**src/rtl/cellrv32_uart_tx_engine_pkg.sv**
```systemverilog
// Shared types and helpers for the cellrv32 UART transmit engine.
package cellrv32_uart_tx_engine_pkg;

    typedef enum logic [2:0] {
        TX_IDLE,
        TX_START,
        TX_DATA,
        TX_PARITY,
        TX_STOP
    } uart_tx_state_t;

    // Number of bits needed to index n items (ceil(log2(n))).
    function automatic int index_size_f(input int n);
        int r;
        r = 0;
        for (int i = 0; i < 31; i++) begin
            if ((1 << i) < n) r = i + 1;
        end
        return r;
    endfunction

endpackage

```
**src/rtl/cellrv32_uart_tx_engine_if.sv**
```systemverilog
// FIFO read port as seen by the UART TX engine (async-read FIFO).
interface cellrv32_uart_tx_engine_if #(
    parameter int DATA_BITS = 8
);
    logic                 avail;
    logic [DATA_BITS-1:0] rdata;
    logic                 re;

    modport master (input avail, input rdata, output re);
    modport slave  (output avail, output rdata, input re);
endinterface

```
**src/rtl/cellrv32_uart_tx_engine_sync2ff.sv**
```systemverilog
// Two-flop synchronizer with selectable reset value.
module cellrv32_sync2ff #(
    parameter logic RST_VAL = 1'b1
) (
    input  logic clk_i,
    input  logic rst_i,
    input  logic d_i,
    output logic q_o
);
    logic [1:0] sync_q;

    always_ff @(posedge clk_i or posedge rst_i) begin
        if (rst_i) sync_q <= {2{RST_VAL}};
        else       sync_q <= {sync_q[0], d_i};
    end

    assign q_o = sync_q[1];
endmodule

```
**src/rtl/cellrv32_uart_tx_engine.sv**
```systemverilog
// UART transmitter: pops bytes from an async-read FIFO and serializes them
// (start, LSB-first data, optional parity, stop) with CTS flow control.
module cellrv32_uart_tx_engine
    import cellrv32_uart_tx_engine_pkg::*;
#(
    parameter int   DATA_BITS  = 8,
    parameter int   BAUD_W     = 12,
    parameter logic PARITY_EN  = 1'b0,
    parameter logic PARITY_ODD = 1'b0,
    parameter int   STOP_BITS  = 1
) (
    input  logic                  clk_i,
    input  logic                  rst_i,
    input  logic                  clear_i,
    input  logic                  en_i,
    input  logic [BAUD_W-1:0]     baud_div_i,
    input  logic                  cts_n_i,
    cellrv32_uart_tx_engine_if.master fifo_if,
    output logic                  txd_o,
    output logic                  busy_o,
    output logic                  done_o
);
    localparam int BCW = index_size_f(DATA_BITS) + 1;

    uart_tx_state_t       state_q, state_d;
    logic [BCW-1:0]       bitcnt_q, bitcnt_d;
    logic [BAUD_W-1:0]    baud_q, baud_d;
    logic [BAUD_W-1:0]    div_q, div_d;
    logic [DATA_BITS-1:0] shreg_q, shreg_d;
    logic                 par_q, par_d;
    logic                 txd_q, txd_d;
    logic                 busy_q, busy_d;

    logic cts_n_s, cts_ok, bit_end, last_stop, pop;

    cellrv32_sync2ff #(.RST_VAL(1'b1)) u_cts_sync (
        .clk_i (clk_i),
        .rst_i (rst_i),
        .d_i   (cts_n_i),
        .q_o   (cts_n_s)
    );

    assign cts_ok    = ~cts_n_s;
    assign bit_end   = (baud_q == '0);
    assign last_stop = (state_q == TX_STOP) && bit_end && (bitcnt_q == BCW'(STOP_BITS - 1));
    // A new frame may start straight out of the final stop-bit cycle, giving gapless back-to-back frames.
    assign pop       = en_i & fifo_if.avail & cts_ok & ~clear_i &
                       ((state_q == TX_IDLE) | last_stop);

    always_ff @(posedge clk_i or posedge rst_i) begin
        if (rst_i) begin
            state_q  <= TX_IDLE;
            bitcnt_q <= '0;
            baud_q   <= '0;
            div_q    <= '0;
            shreg_q  <= '0;
            par_q    <= 1'b0;
            txd_q    <= 1'b1;
            busy_q   <= 1'b0;
        end else begin
            state_q  <= state_d;
            bitcnt_q <= bitcnt_d;
            baud_q   <= baud_d;
            div_q    <= div_d;
            shreg_q  <= shreg_d;
            par_q    <= par_d;
            txd_q    <= txd_d;
            busy_q   <= busy_d;
        end
    end

    always_comb begin
        state_d  = state_q;
        bitcnt_d = bitcnt_q;
        baud_d   = baud_q;
        div_d    = div_q;
        shreg_d  = shreg_q;
        par_d    = par_q;
        if (clear_i) begin
            state_d  = TX_IDLE;
            bitcnt_d = '0;
            baud_d   = '0;
        end else if (pop) begin
            state_d  = TX_START;
            bitcnt_d = '0;
            shreg_d  = fifo_if.rdata;
            div_d    = baud_div_i;
            baud_d   = baud_div_i;
            par_d    = (^fifo_if.rdata) ^ PARITY_ODD;
        end else if (state_q != TX_IDLE) begin
            if (!bit_end) begin
                baud_d = baud_q - BAUD_W'(1);
            end else begin
                baud_d = div_q;
                case (state_q)
                    TX_START: begin
                        state_d  = TX_DATA;
                        bitcnt_d = '0;
                    end
                    TX_DATA: begin
                        if (bitcnt_q == BCW'(DATA_BITS - 1)) begin
                            bitcnt_d = '0;
                            state_d  = PARITY_EN ? TX_PARITY : TX_STOP;
                        end else begin
                            bitcnt_d = bitcnt_q + BCW'(1);
                            shreg_d  = shreg_q >> 1;
                        end
                    end
                    TX_PARITY: begin
                        state_d  = TX_STOP;
                        bitcnt_d = '0;
                    end
                    TX_STOP: begin
                        if (bitcnt_q == BCW'(STOP_BITS - 1)) begin
                            state_d  = TX_IDLE;
                            bitcnt_d = '0;
                            baud_d   = '0;
                        end else begin
                            bitcnt_d = bitcnt_q + BCW'(1);
                        end
                    end
                    default: state_d = TX_IDLE;
                endcase
            end
        end
    end

    // Line level is derived from the next state so txd_o lines up with state_q.
    always_comb begin
        txd_d = 1'b1;
        case (state_d)
            TX_START:  txd_d = 1'b0;
            TX_DATA:   txd_d = shreg_d[0];
            TX_PARITY: txd_d = par_d;
            default:   txd_d = 1'b1;
        endcase
        busy_d     = (state_d != TX_IDLE);
        fifo_if.re = pop;
        done_o     = last_stop & ~clear_i;
    end

    assign txd_o  = txd_q;
    assign busy_o = busy_q;
endmodule

```
**src/flat_wrapper.sv**
```systemverilog
// flat-port wrapper written by rule: the top's interface ports become plain ports
module cellrv32_uart_tx_engine_flat import cellrv32_uart_tx_engine_pkg::*;
#(
    parameter int   DATA_BITS  = 8,
    parameter int   BAUD_W     = 12,
    parameter logic PARITY_EN  = 1'b0,
    parameter logic PARITY_ODD = 1'b0,
    parameter int   STOP_BITS  = 1
)
  (clk_i, rst_i, clear_i, en_i, baud_div_i, cts_n_i, txd_o, busy_o, done_o, fifo_if_avail, fifo_if_rdata, fifo_if_re);
  cellrv32_uart_tx_engine_if #(.DATA_BITS(DATA_BITS)) fifo_if_i ();
  input  logic clk_i;
  input  logic rst_i;
  input  logic clear_i;
  input  logic en_i;
  input  logic [BAUD_W-1:0] baud_div_i;
  input  logic cts_n_i;
  output logic txd_o;
  output logic busy_o;
  output logic done_o;
  input wire logic [$bits(fifo_if_i.avail)-1:0] fifo_if_avail;
  input wire logic [$bits(fifo_if_i.rdata)-1:0] fifo_if_rdata;
  output wire logic [$bits(fifo_if_i.re)-1:0] fifo_if_re;
  assign fifo_if_i.avail = fifo_if_avail;
  assign fifo_if_i.rdata = fifo_if_rdata;
  assign fifo_if_re = fifo_if_i.re;
  cellrv32_uart_tx_engine #(.DATA_BITS(DATA_BITS), .BAUD_W(BAUD_W), .PARITY_EN(PARITY_EN), .PARITY_ODD(PARITY_ODD), .STOP_BITS(STOP_BITS)) u_core (.clk_i(clk_i), .rst_i(rst_i), .clear_i(clear_i), .en_i(en_i), .baud_div_i(baud_div_i), .cts_n_i(cts_n_i), .fifo_if(fifo_if_i), .txd_o(txd_o), .busy_o(busy_o), .done_o(done_o));
endmodule
```
**config.mk**
```make
export PLATFORM = sky130hd
export DESIGN_NAME = cellrv32_uart_tx_engine_flat
export DESIGN_NICKNAME = d
export VERILOG_FILES = /design/src/rtl/cellrv32_uart_tx_engine_pkg.sv /design/src/rtl/cellrv32_uart_tx_engine_if.sv /design/src/rtl/cellrv32_uart_tx_engine_sync2ff.sv /design/src/rtl/cellrv32_uart_tx_engine.sv /design/src/flat_wrapper.sv
export SDC_FILE = /design/constraint.sdc
export NUM_CORES = 1
export LEC_CHECK = 0
export CAP_MARGIN = 20
export CORE_AREA = 8 8 86 104
export DETAILED_ROUTE_END_ITERATION = 6
export DIE_AREA = 0 0 94 112
export GPL_ROUTABILITY_DRIVEN = 0
export SLEW_MARGIN = 20
export SYNTH_ARGS = -nofsm -noshare
export SYNTH_HDL_FRONTEND = slang
export SYNTH_SLANG_ARGS = --single-unit
```
**constraint.sdc**
```tcl
create_clock -name clk_i -period 3.35 [get_ports clk_i]
set_input_delay 1.005 -clock clk_i [delete_from_list [all_inputs] [get_ports clk_i]]
set_output_delay 1.005 -clock clk_i [all_outputs]
set_load 0.05 [all_outputs]
```
==> impl_results.md, run 1 <==
* Outcome: complete, no violations
* P&R area growth vs syn at 20.5%
* Largest family of logic cells by synthesized area: compound AO/OA/AOI/OAI gates
* Initial Util at 0.366
* DIE HEIGHT at 112 um
* Antenna-violating nets left at 0
* Hold_buf cts at 0
* DIE AREA at about 0.011 mm^2
* Mean Syn Cell Area at about 10 um^2
* Fin crit period at about 3.1 ns
* Sequential-to-total area share from yosys stat at 0.410
* Worst slack, placed at around 0.19 ns
* Yosys reg bits at 44
* Post-route DRC at 0
* Multiplexer share of the synthesized area at 0.0330
* Met2 Track Usage GR at 0.238
* Via Count at ~2,200
* Max Cap Violations at 0
* Met3 Use GR at 0.0188
* DRT iter0 DRCs at roughly 110
* HPWL after detailed placement at 4.95 mm
* Relative slew slack at 0.540
* CP required at between 2 and 2.5 ns
* Arr. time, crit path at 2.13 ns
* Endpoint type of the worst setup path: output pin
* Vias per Instance at 5.62
* Peak supply drop at between 0.2 and 0.3 mV
* Post-synth ARST share at 1.00
* PortBufs at 29
* Routed len/inst at 17.4 um
* Total GRT Usage at 0.137
* Busiest grt layer: met2
* Setup TNS at 0 ns
* # diodes at 0
* GR Util met1 at 0.168
* Number of global-route vias before repair at around 2,300
* Grt total ovfl at 0
* Setup WS post-layout at about 0.21 ns
* XOR/XNOR Fraction of Synth Area at 0.0455
* Setup Skew at about 0.0091 ns
* Fmax at 0.319 GHz
* Final setup viols at 0
* Number of synthesized flops with an enable pin at 0
* Final-report max-slew violation count at 0
* CTS buffer count at 5
* Final Cycle Share at 0.936
* Post-synthesis compound-gate area fraction at 0.224
* Clock Tree Root: clkbuf_8
* Synth warn at 0
* CP Class: in -> out
* Pre-antenna DRT Iters at 4
* Util after Layout at 0.441
* Syn_nets at 296
* Synthesized instance count at between 200 and 300
* Clock sink total at 44
* WL final at roughly 7 mm
* Setup bufs post-CTS at 0
* H-Tree Depth at 2
* First-pass GRT wire length at approximately 12 mm
* HP Class: reg -> reg
* CTS tree: done
* Placed Cells at ~380
* Antenna violations before repair at 0
* Final Hold Vio Count at 0
* Nets at ~330
* Worst slew pin tran at 0.686 ns
* Leakage at roughly 1.3 nW
* Adder-Cell Fraction of Synth Area at 0.0186
* Crit Path Max Fanout at 2
* Die Span X at 94 um
* Clock transition at path regs at ~0.09 ns
* Core Area at between 0.007 and 0.008 mm^2
* RSZ-0062 raised after global routing: false
* Mapped cell area at 0.00269 mm^2
* Non-Filler Instances at approximately 390
* Num rows at 35
* Boundary pin count at 30
* Tot Pwr at 2.08 mW
* Simple-Gate Fraction of Synth Area at 0.216
* Synth cell types at between 60 and 70
* Ys flop type: dfrtp_1
* Post-CTS resize count at 0
* Share of cells above drive strength 1 at 0.163
* Pwr dens at 640 mW/mm^2
* Largest net degree at the start of global routing at 24
* CP startpoint kind: input port
* Worst-Skew Late Latency at around 0.3 ns
* Max Buffers Root-to-Sink at 2
## worst paths after layout
| path | from | to | slack [ns] | depth (start not counted) |
|---|---|---|---|---|
| max | en_i | fifo_if_re | 0.21 | 5 |
| min | u_core.u_cts_sync.sync_q[0] | u_core.u_cts_sync.sync_q[1] | 0.36 | 0 |
| max reg2reg | u_core.baud_q[0] | u_core.busy_o | 0.87 | 7 |
| min reg2reg | u_core.u_cts_sync.sync_q[0] | u_core.u_cts_sync.sync_q[1] | 0.36 | 0 |
| max in group asynchronous | rst_i | u_core.div_q[5] | 1.78 | 3 |
| min in group asynchronous | rst_i | u_core.state_q[1] | 1.07 | 2 |
## cells in the mapped netlist, types with 4 or more instances
master,count,share of area
nand2b_1,7,0.016
a32oi_1,6,0.020
a21o_1,5,0.014
buf_6,4,0.017
and3_1,5,0.012
a21oi_1,20,0.037
nor3_1,6,0.011
ha_1,4,0.019
xnor2_1,12,0.039
nand4_1,4,0.0093
dfrtp_1,41,0.38
nand3_1,7,0.013
o2111ai_1,4,0.013
nand2_1,15,0.021
inv_1,10,0.014
mux2_1,7,0.029
clkbuf_1,7,0.0098
nor2_1,9,0.013
and2_1,5,0.012
o21ai_0,12,0.022
or3_1,4,0.0093
a221o_1,9,0.033
## placed cells by master, fill, tap and decap left out, types with 9 or more instances in the layout
master and instances:
a21oi_1 20, a221o_1 9, buf_4 12, clkdlybuf4s50_1 27
dfrtp_1 41, inv_1 9, nand2_1 15, nor2_1 9
o21ai_0 12, xnor2_1 12
## power by group
part           switching, mW  internal (mW)  total, mW
combinational          0.518          0.424      0.942
clock                  0.190          0.168      0.358
sequential             0.120          0.657      0.777
## layout make-up
type                            instances  area (um^2)
Inverter                               11         41.3
Timing Repair Buffer                   42          420
Fill cell                             740         4110
Tap cell                               92          115
Clock inverter                          1         7.51
Multi-Input combinational cell        195         1470
Clock buffer                            7         86.3
Sequential cell                        44         1100
## metal layers
| metal | up-vias | routed length (um) |
|---|---|---|
| met5 | - | 0 |
| met4 | 0 | 68 |
| met3 | 6 | 145 |
| met2 | 29 | 3540 |
| met1 | 1095 | 3080 |
| li1 | 1074 | - |
## logic make-up after synthesis
logic type	after synthesis
muxes	8
buffers and inverters	27
adders and majority gates	4
DFF	44
AOI/OAI and AO/OA	81
and+or+nand+nor	88
xor gates and xnor gates	14
## flip-flops by register name (all words and copies together) (netlist names)
| register | count |
|---|---|
| u_core.shreg_q | 8 |
| u_core.txd_o | 1 |
| u_core.state_q | 3 |
| u_core.par_q | 1 |
| u_core.div_q | 12 |
| u_core.bitcnt_q | 4 |
| u_core.baud_q | 12 |
| u_core.busy_o | 1 |
| u_core.u_cts_sync.sync_q | 2 |
## metrics by stage
| step | instance area (um^2) | hold slack (ns) |
|---|---|---|
| 6_report | 3250 | 0.361 |
| 5_1_grt | 3250 | 0.368 |
| 4_1_cts | 3240 | 0.364 |
| 3_5_place_dp | 3150 | 0.351 |
| 3_3_place_gp | 3150 | 0.348 |
| 2_1_floorplan | 2700 | 0.345 |
## worst max-delay path, cell delays in order
cell and delay (ns):
clkdlybuf4s50_1 0.49, nor4bb_4 0.33, nand2_2 0.09, inv_2 0.09, buf_12 0.13
Note: power is estimated with default switching activity, not from simulation.
==> run 2, diff against run 1 <==
==> constraint.sdc (replaced) <==
create_clock -name clk_i -period 2.6 [get_ports clk_i]
set_input_delay 0.78 -clock clk_i [delete_from_list [all_inputs] [get_ports clk_i]]
set_output_delay 0.78 -clock clk_i [all_outputs]
set_load 0.05 [all_outputs]
==> impl_results.md, run 2 (synthesized netlist as in run 1, its figures left out) <==
* Worst reg2reg path depth at 8 (+1)
* Outcome: finished with violations
* Core Area at 0.00736 mm^2 (unchanged)
* First-pass GRT wire length at 11.8 mm (+1.8%)
* Max Buffers Root-to-Sink at 2 (unchanged)
* Fin crit period at between 2 and 3 ns
* PortBufs at 29 (unchanged)
* Routed len/inst at 17.3 um (-0.75%)
* Vias per Instance at 5.53 (-1.6%)
* Util after Layout at 0.465 (+0.0236)
* # diodes at 0 (unchanged)
* Endpoint type of the worst setup path: output pin
* Post-route DRC at 0 (unchanged)
* Commonest non-fill, non-tap cell in the layout: dfrtp_1
* Num rows at 35 (unchanged)
* Final Hold Vio Count at 0 (unchanged)
* Clock transition at path regs at 0.08 ns (about the same)
* CTS buffer count at 5 (unchanged)
* Antenna-violating nets left at 0 (unchanged)
* P&R area growth vs syn at 27.0%
* Die Span X at 94 um (unchanged)
* DRT iter0 DRCs at 160 (+47%)
* Worst slew pin tran at 0.594 ns (-0.0917 ns)
* Fin area at 0.00342 mm^2 (+5.4%)
* RSZ-0062 raised after global routing: true
* CP Class: reg -> out
* Largest net degree at the start of global routing at 45 (+88%)
* Non-Filler Instances at 410 (+4.6%)
* Fillers at 716 (-3.2%)
* Setup Skew at 0.00720 ns (-0.00192 ns)
* Pwr dens at 837 mW/mm^2 (+31%)
* HPWL after detailed placement at 5.05 mm (+2.0%)
* Cell area after placement at 0.00326 mm^2 (+3.6%)
* Boundary pin count at 30 (unchanged)
* Pre-antenna DRT Iters at 4 (unchanged)
* Hold Path Depth at 0 (unchanged)
* Final-report max-slew violation count at 0 (unchanged)
* HP Class: reg -> reg
* Fmax at about 0.37 GHz
* Tot Pwr at 2.86 mW (+38%)
* Top Registers: u_core.baud_q: 12 flops, u_core.div_q: 12 flops, u_core.shreg_q: 8 flops
* Placed Cells at 396 (+3.1%)
* Setup WS post-layout at -0.113 ns (-0.327 ns)
* Share of cells above drive strength 1 at 0.226 (+0.0631)
* DIE HEIGHT at 112 um (unchanged)
* CTS tree: done
* Antenna violations before repair at 0 (unchanged)
* CP required at 1.82 ns (-0.52 ns)
* Final Cycle Share at 1.04
* Number of global-route vias before repair at 2,376 (+2.7%)
* Setup TNS at -0.212 ns (-0.212 ns)
* Crit Path Max Fanout at 3 (+1)
* H-Tree Depth at 2 (unchanged)
* WL final at 7.10 mm (+3.8%)
* Initial Util at 0.366 (unchanged)
* Clock sink total at 44 (unchanged)
* Peak supply drop at 0.348 mV (+38%)
* Worst-Skew Late Latency at 0.30 ns (about the same)
* Relative slew slack at 0.601 (+0.0606)
* Arr. time, crit path at 1.93 ns (-0.20 ns)
* CP startpoint kind: flop
* Final setup viols at 2 (+2)
* Via Count at 2,269 (+2.9%)
* Nets at 347 (+5.5%)
* Commonest cells after routing, fill and taps aside: 41 x dfrtp_1, 30 x buf_4, 25 x clkdlybuf4s50_1, 20 x a21oi_1, 15 x nand2_1
* Grt total ovfl at 0 (unchanged)
* Max Cap Violations at 0 (unchanged)
* DIE AREA at 0.0105 mm^2 (unchanged)
* Clock Tree Root: clkbuf_8
* Leakage at 1.44 nW (+7.8%)
* Failing checks: negative setup slack
* Total GRT Usage at 0.141 (+0.00310)
[run 2: cell types whose count changed in the layout (fill, tap and decap cells not counted), moves of 2 or more]
cell	delta
ha_1	-2
nor3_2	-2
dlygate4sd2_1	+2
inv_1	-2
buf_4	+18
clkdlybuf4s50_1	-2
[run 2: worst max-delay path: stages, from the launching register on]
cell      delay, ns
dfrtp_1        0.39
inv_1          0.06
ha_2           0.15
or3b_4         0.37
nand2b_4       0.17
buf_4          0.16
nor3_4         0.16
buf_12         0.16
[run 2: worst paths after layout]
path / slack [ns] / start / endpoint
max: -0.11 / u_core.bitcnt_q[1] / done_o
min in group asynchronous: 0.82 / rst_i / u_core.bitcnt_q[0]
max reg2reg: 0.27 / u_core.bitcnt_q[1] / u_core.shreg_q[6]
min reg2reg: 0.36 / u_core.u_cts_sync.sync_q[0] / u_core.u_cts_sync.sync_q[1]
min: 0.36 / u_core.u_cts_sync.sync_q[0] / u_core.u_cts_sync.sync_q[1]
max in group asynchronous: 1.49 / rst_i / u_core.u_cts_sync.sync_q[0]
[run 2: report_power, final]
group | internal, mW | leakage (nW) | total (mW) | switching (mW)
clock | 0.243 | 0.0515 | 0.485 | 0.242
sequential | 0.847 | 0.561 | 0.995 | 0.148
combinational | 0.664 | 0.827 | 1.38 | 0.719
[run 2: layout make-up]
cell class	count	area (um^2)	area share
Clock buffer	8	100	0.0293
Inverter	11	43.8	0.0128
Multi-Input combinational cell	195	1500	0.440
Sequential cell	44	1100	0.323
Tap cell	92	115	0.0337
Timing Repair Buffer	60	553	0.162
[run 2: through the flow]
| stage | hold WS, ns | setup WS (ns) |
|---|---|---|
| after floorplan | 0.345 | -0.0346 |
| after global placement | 0.346 | -0.177 |
| after detailed placement | 0.354 | -0.177 |
| after CTS | 0.366 | -0.138 |
| after global routing | 0.370 | -0.193 |
| final | 0.363 | -0.113 |
[run 2: repair_timing]
item                       CTS  global route
setup buffers                3             3
hold buffers                 0             0
resized for setup            5             3
hold endpoints to repair     0             0
pin swaps                    4             1
setup endpoints to repair    2             2
[run 2: layer usage]
metal | vias to the layer above | track usage | wire length [um]
li1 | 1103 | - | -
met1 | 1130 | 0.167 | 3070
met2 | 31 | 0.250 | 3800
met3 | 5 | 0.0195 | 163
met4 | 0 | 0.0435 | 65
met5 | - | 0 | 0
==> run 3, diff against run 2 <==
--- a/config.mk
+++ b/config.mk
@@ -6,11 +6,13 @@
 export NUM_CORES = 1
 export LEC_CHECK = 0
 export CAP_MARGIN = 20
-export CORE_AREA = 8 8 86 104
+export CORE_AREA = 8 8 85 102
 export DETAILED_ROUTE_END_ITERATION = 6
-export DIE_AREA = 0 0 94 112
+export DIE_AREA = 0 0 93 110
 export GPL_ROUTABILITY_DRIVEN = 0
+export PLACE_DENSITY = 0.65
 export SLEW_MARGIN = 20
 export SYNTH_ARGS = -nofsm -noshare
 export SYNTH_HDL_FRONTEND = slang
+export SYNTH_HIERARCHICAL = 1
 export SYNTH_SLANG_ARGS = --single-unit
==> impl_results.md, run 3 <==
* Die Span X at 93 um (-1.1%)
* Area leader, netlist: dfrtp_1
* Pre-antenna DRT Iters at 4 (unchanged)
* Ys flop type: dfrtp_1
* Pwr dens at 867 mW/mm^2 (+3.6%)
* Worst-Skew Late Latency at 0.30 ns (about the same)
* Synth top area share at 0.398 (+0.0174)
* Clock transition at path regs at 0.08 ns (about the same)
* Max Cap Violations at 0 (unchanged)
* Antenna violations before repair at 0 (unchanged)
* Mapped cell area at 0.00258 mm^2 (-4.4%)
* Endpoint type of the worst setup path: output pin
* Sequential-to-total area share from yosys stat at 0.429 (+0.0187)
* Max stage delay on crit path at 0.47 ns (+0.08 ns)
* Seq. cell area at 0.00110 mm^2 (unchanged)
* Core Area at 0.00706 mm^2 (-4.0%)
* Int Pwr at 1.73 mW (-1.6%)
* Synth cell types at 59 (-7.8%)
* CP startpoint kind: flop
* Synthesized instance count at 287 (+7.9%)
* Clock sink total at 44 (unchanged)
* Hold_buf cts at 0 (unchanged)
* Max Buffers Root-to-Sink at 2 (unchanged)
* Initial Util at 0.365 (-0.00134)
* Syn_nets at 317 (+7.1%)
* P&R area growth vs syn at 29.6%
* Buf/Inv on CP at 2 (-1)
* Final-report max-slew violation count at 0 (unchanged)
* Most frequent cell after synthesis: nand2_1
* Number of synthesized flops with an enable pin at 0 (unchanged)
* Synth warn at 6 (+6)
* CTS buffer count at 5 (unchanged)
* Setup TNS at -0.723 ns (-0.512 ns)
* Vias per Instance at 5.54 (about the same)
* Comb pwr share at 0.509 (+0.026)
* Sw Share at 0.404 (+0.0163)
* Multi-input combinational cell area at 0.00139 mm^2 (-7.8%)
* Cell family with most CP delay: simple AND/OR/NAND/NOR gates
* Via Count at 2,381 (+4.9%)
* Capturing point of the worst reg2reg path: u_core/txd_o
* Nets at 369 (+6.3%)
* Commonest cells after routing, fill and taps aside: 48 x nand2_1, 41 x dfrtp_1, 30 x buf_4, 24 x clkdlybuf4s50_1, 19 x o21ai_0
* Top post-synthesis cells by area: dfrtp_1 40%, nand2_1 7.0%, o21ai_0 3.7%
* DIE HEIGHT at 110 um (-1.8%)
* Largest net degree at the start of global routing at 43 (-4.4%)
* Yosys reg bits at 44 (unchanged)
* Final Cycle Share at 1.14 (+0.101)
* RSZ-0062 raised after global routing: true
* Clock share of power at 0.159 (-0.010)
* Relative slew slack at 0.608 (+0.00733)
* Routed len/inst at 15.9 um (-8.0%)
* Final Hold Vio Count at 0 (unchanged)
* Util after Layout at 0.473 (+0.00793)
* H-Tree Depth at 2 (unchanged)
* CP Class: reg -> out
* HPWL after detailed placement at 4.85 mm (-3.9%)
* Top Registers: u_core/baud_q: 12 flops, u_core/div_q: 12 flops, u_core/shreg_q: 8 flops
* DIE AREA at 0.0102 mm^2 (-2.8%)
* Crit path cell chain: inv_2 -> ha_4 -> or4b_4 -> or4_4 -> nor3_4 -> buf_12
* Share of cells above drive strength 1 at 0.206 (-0.0205)
* Outcome: finished with violations
* Hold Path Depth at 0 (unchanged)
* Number of global-route vias before repair at 2,360 (-0.67%)
* CTS tree: done
* Fillers at 715 (-0.14%)
* Mean Syn Cell Area at 8.98 um^2 (-11%)
* Setup WS post-layout at -0.377 ns (-0.264 ns)
* Antenna-violating nets left at 0 (unchanged)
* Synth top cells by count: 48 x nand2_1, 41 x dfrtp_1, 19 x o21ai_0
* Worst slew pin tran at 0.582 ns (-0.0118 ns)
* Grt total ovfl at 0 (unchanged)
* HP Class: reg -> reg
* Final setup viols at 2 (unchanged)
* Total GRT Usage at 0.137 (-0.00362)
* Setup Skew at 0.00170 ns (-0.00550 ns)
* DRT iter0 DRCs at 215 (+34%)
* Worst reg2reg path depth at 10 (+2)
* Worst Hold Launch: u_core/u_cts_sync/sync_q[0]
* Commonest non-fill, non-tap cell in the layout: nand2_1
* Share of total power in sequential cells at 0.332 (-0.016)
* First-pass GRT wire length at 11.3 mm (-4.6%)
* Fmax at 0.336 GHz (-8.9%)
* Hold Crit Endpoint: u_core/u_cts_sync/sync_q[1]
* # diodes at 0 (unchanged)
* CP required at 1.82 ns (about the same)
* Failing checks: negative setup slack
* Switching pwr at 1.17 mW (+5.4%)
* Peak supply drop at 0.383 mV (+10%)
* Arr. time, crit path at 2.20 ns (+0.27 ns)
* Post-synth ARST share at 1.00 (unchanged)
* Worst-path cell with the longest stage delay: or4b_4
* PortBufs at 29 (unchanged)
* Crit Path Max Fanout at 2 (-1)
* Worst R2R Setup Slack at 0.11 ns (-0.16 ns)
* Clock Tree Root: clkbuf_8
* Leakage at 1.45 nW (+0.72%)
* Num rows at 34 (-2.9%)
* Reg2reg start: u_core/baud_q[0]
* Post-route DRC at 0 (unchanged)
* Fin crit period at 2.98 ns (+0.264 ns)
* WL final at 6.85 mm (-3.5%)
* Boundary pin count at 30 (unchanged)
-- run 3: cell types whose count changed in the layout (fill, tap and decap cells not counted), moves of 5 or more --
cell	previous run	this run
a21oi_1	20	14
nor3_1	5	12
a22o_1	0	6
a32oi_1	6	1
mux2_1	7	0
nand2_1	15	48
a221o_1	9	0
and2_1	5	0
o21ai_0	12	19
-- run 3: cells by family after synthesis --
family                     after synthesis  synth area share
buffers and inverters                   31            0.0568
and+or+nand+nor                        116             0.245
DFF                                     44             0.429
xor gates and xnor gates                 8            0.0272
AOI/OAI and AO/OA                       82             0.214
muxes                                    2           0.00826
adders and majority gates                4            0.0194
-- run 3: what timing repair did --
| item | in CTS | in global routing |
|---|---|---|
| endpoints found under the setup margin | 9 | 12 |
| pin swaps | 3 | 1 |
| buffers inserted | 1 | 0 |
| gates cloned | 0 | 1 |
| resized for setup | 13 | 4 |
-- run 3: worst max-delay path by stage --
stage	start	endpoint	slack [ns]	cells after the start
floorplan	u_core/baud_q[0]	done_o	-0.34	6
global placement	fifo_if_avail	fifo_if_re	-0.43	6
detailed placement	fifo_if_avail	fifo_if_re	-0.47	6
CTS	u_core/baud_q[0]	done_o	-0.38	6
global route	u_core/baud_q[0]	fifo_if_re	-0.46	8
finish	u_core/baud_q[0]	done_o	-0.38	6
-- run 3: area by class of cell --
type,count,share of cell area
Timing Repair Buffer,64,0.178
Inverter,12,0.0135
Clock buffer,6,0.0247
Tap cell,90,0.0337
Multi-Input combinational cell,212,0.415
Sequential cell,44,0.331
Clock inverter,2,0.00450
-- run 3: power by group through the flow --
stage	Combinational, mW	Sequential, mW	Clock, mW
2_1_floorplan	0.958	0.983	0
3_3_place_gp	1.36	0.968	0
3_5_place_dp	1.38	0.972	0
4_1_cts	1.41	0.960	0.473
5_1_grt	1.60	0.980	0.502
6_report	1.47	0.961	0.461
-- run 3: stage by stage --
step                      std cells  power (mW)  hold WS, ns  worst slack (ns)  area (um^2)
after floorplan                 287        1.94        0.345            -0.340         2620
after global routing            430        3.08        0.364            -0.457         3340
after global placement          420        2.33        0.345            -0.434         3180
final                           430        2.89        0.360            -0.377         3340
after CTS                       429        2.85        0.360            -0.376         3320
after detailed placement        420        2.35        0.348            -0.474         3180
-- run 3: routing by layer --
| metal | share of wire | global-route usage | up-vias | routed length [um] |
|---|---|---|---|---|
| met4 | 0.025 | 0.0657 | 0 | 168 |
| met2 | 0.48 | 0.231 | 81 | 3310 |
| met1 | 0.44 | 0.170 | 1139 | 3040 |
| met3 | 0.048 | 0.0176 | 13 | 326 |
| li1 | - | - | 1148 | - |
| met5 | 0 | 0 | - | 0 |
-- run 3: worst register-to-register path: cells and delay by family, from the launching register on --
kind,cells,cell delay [ns]
adders and majority gates,1,0.13
buffers and inverters,4,0.59
and+or+nand+nor,3,0.83
DFF,1,0.41
AOI/OAI and AO/OA,2,0.43
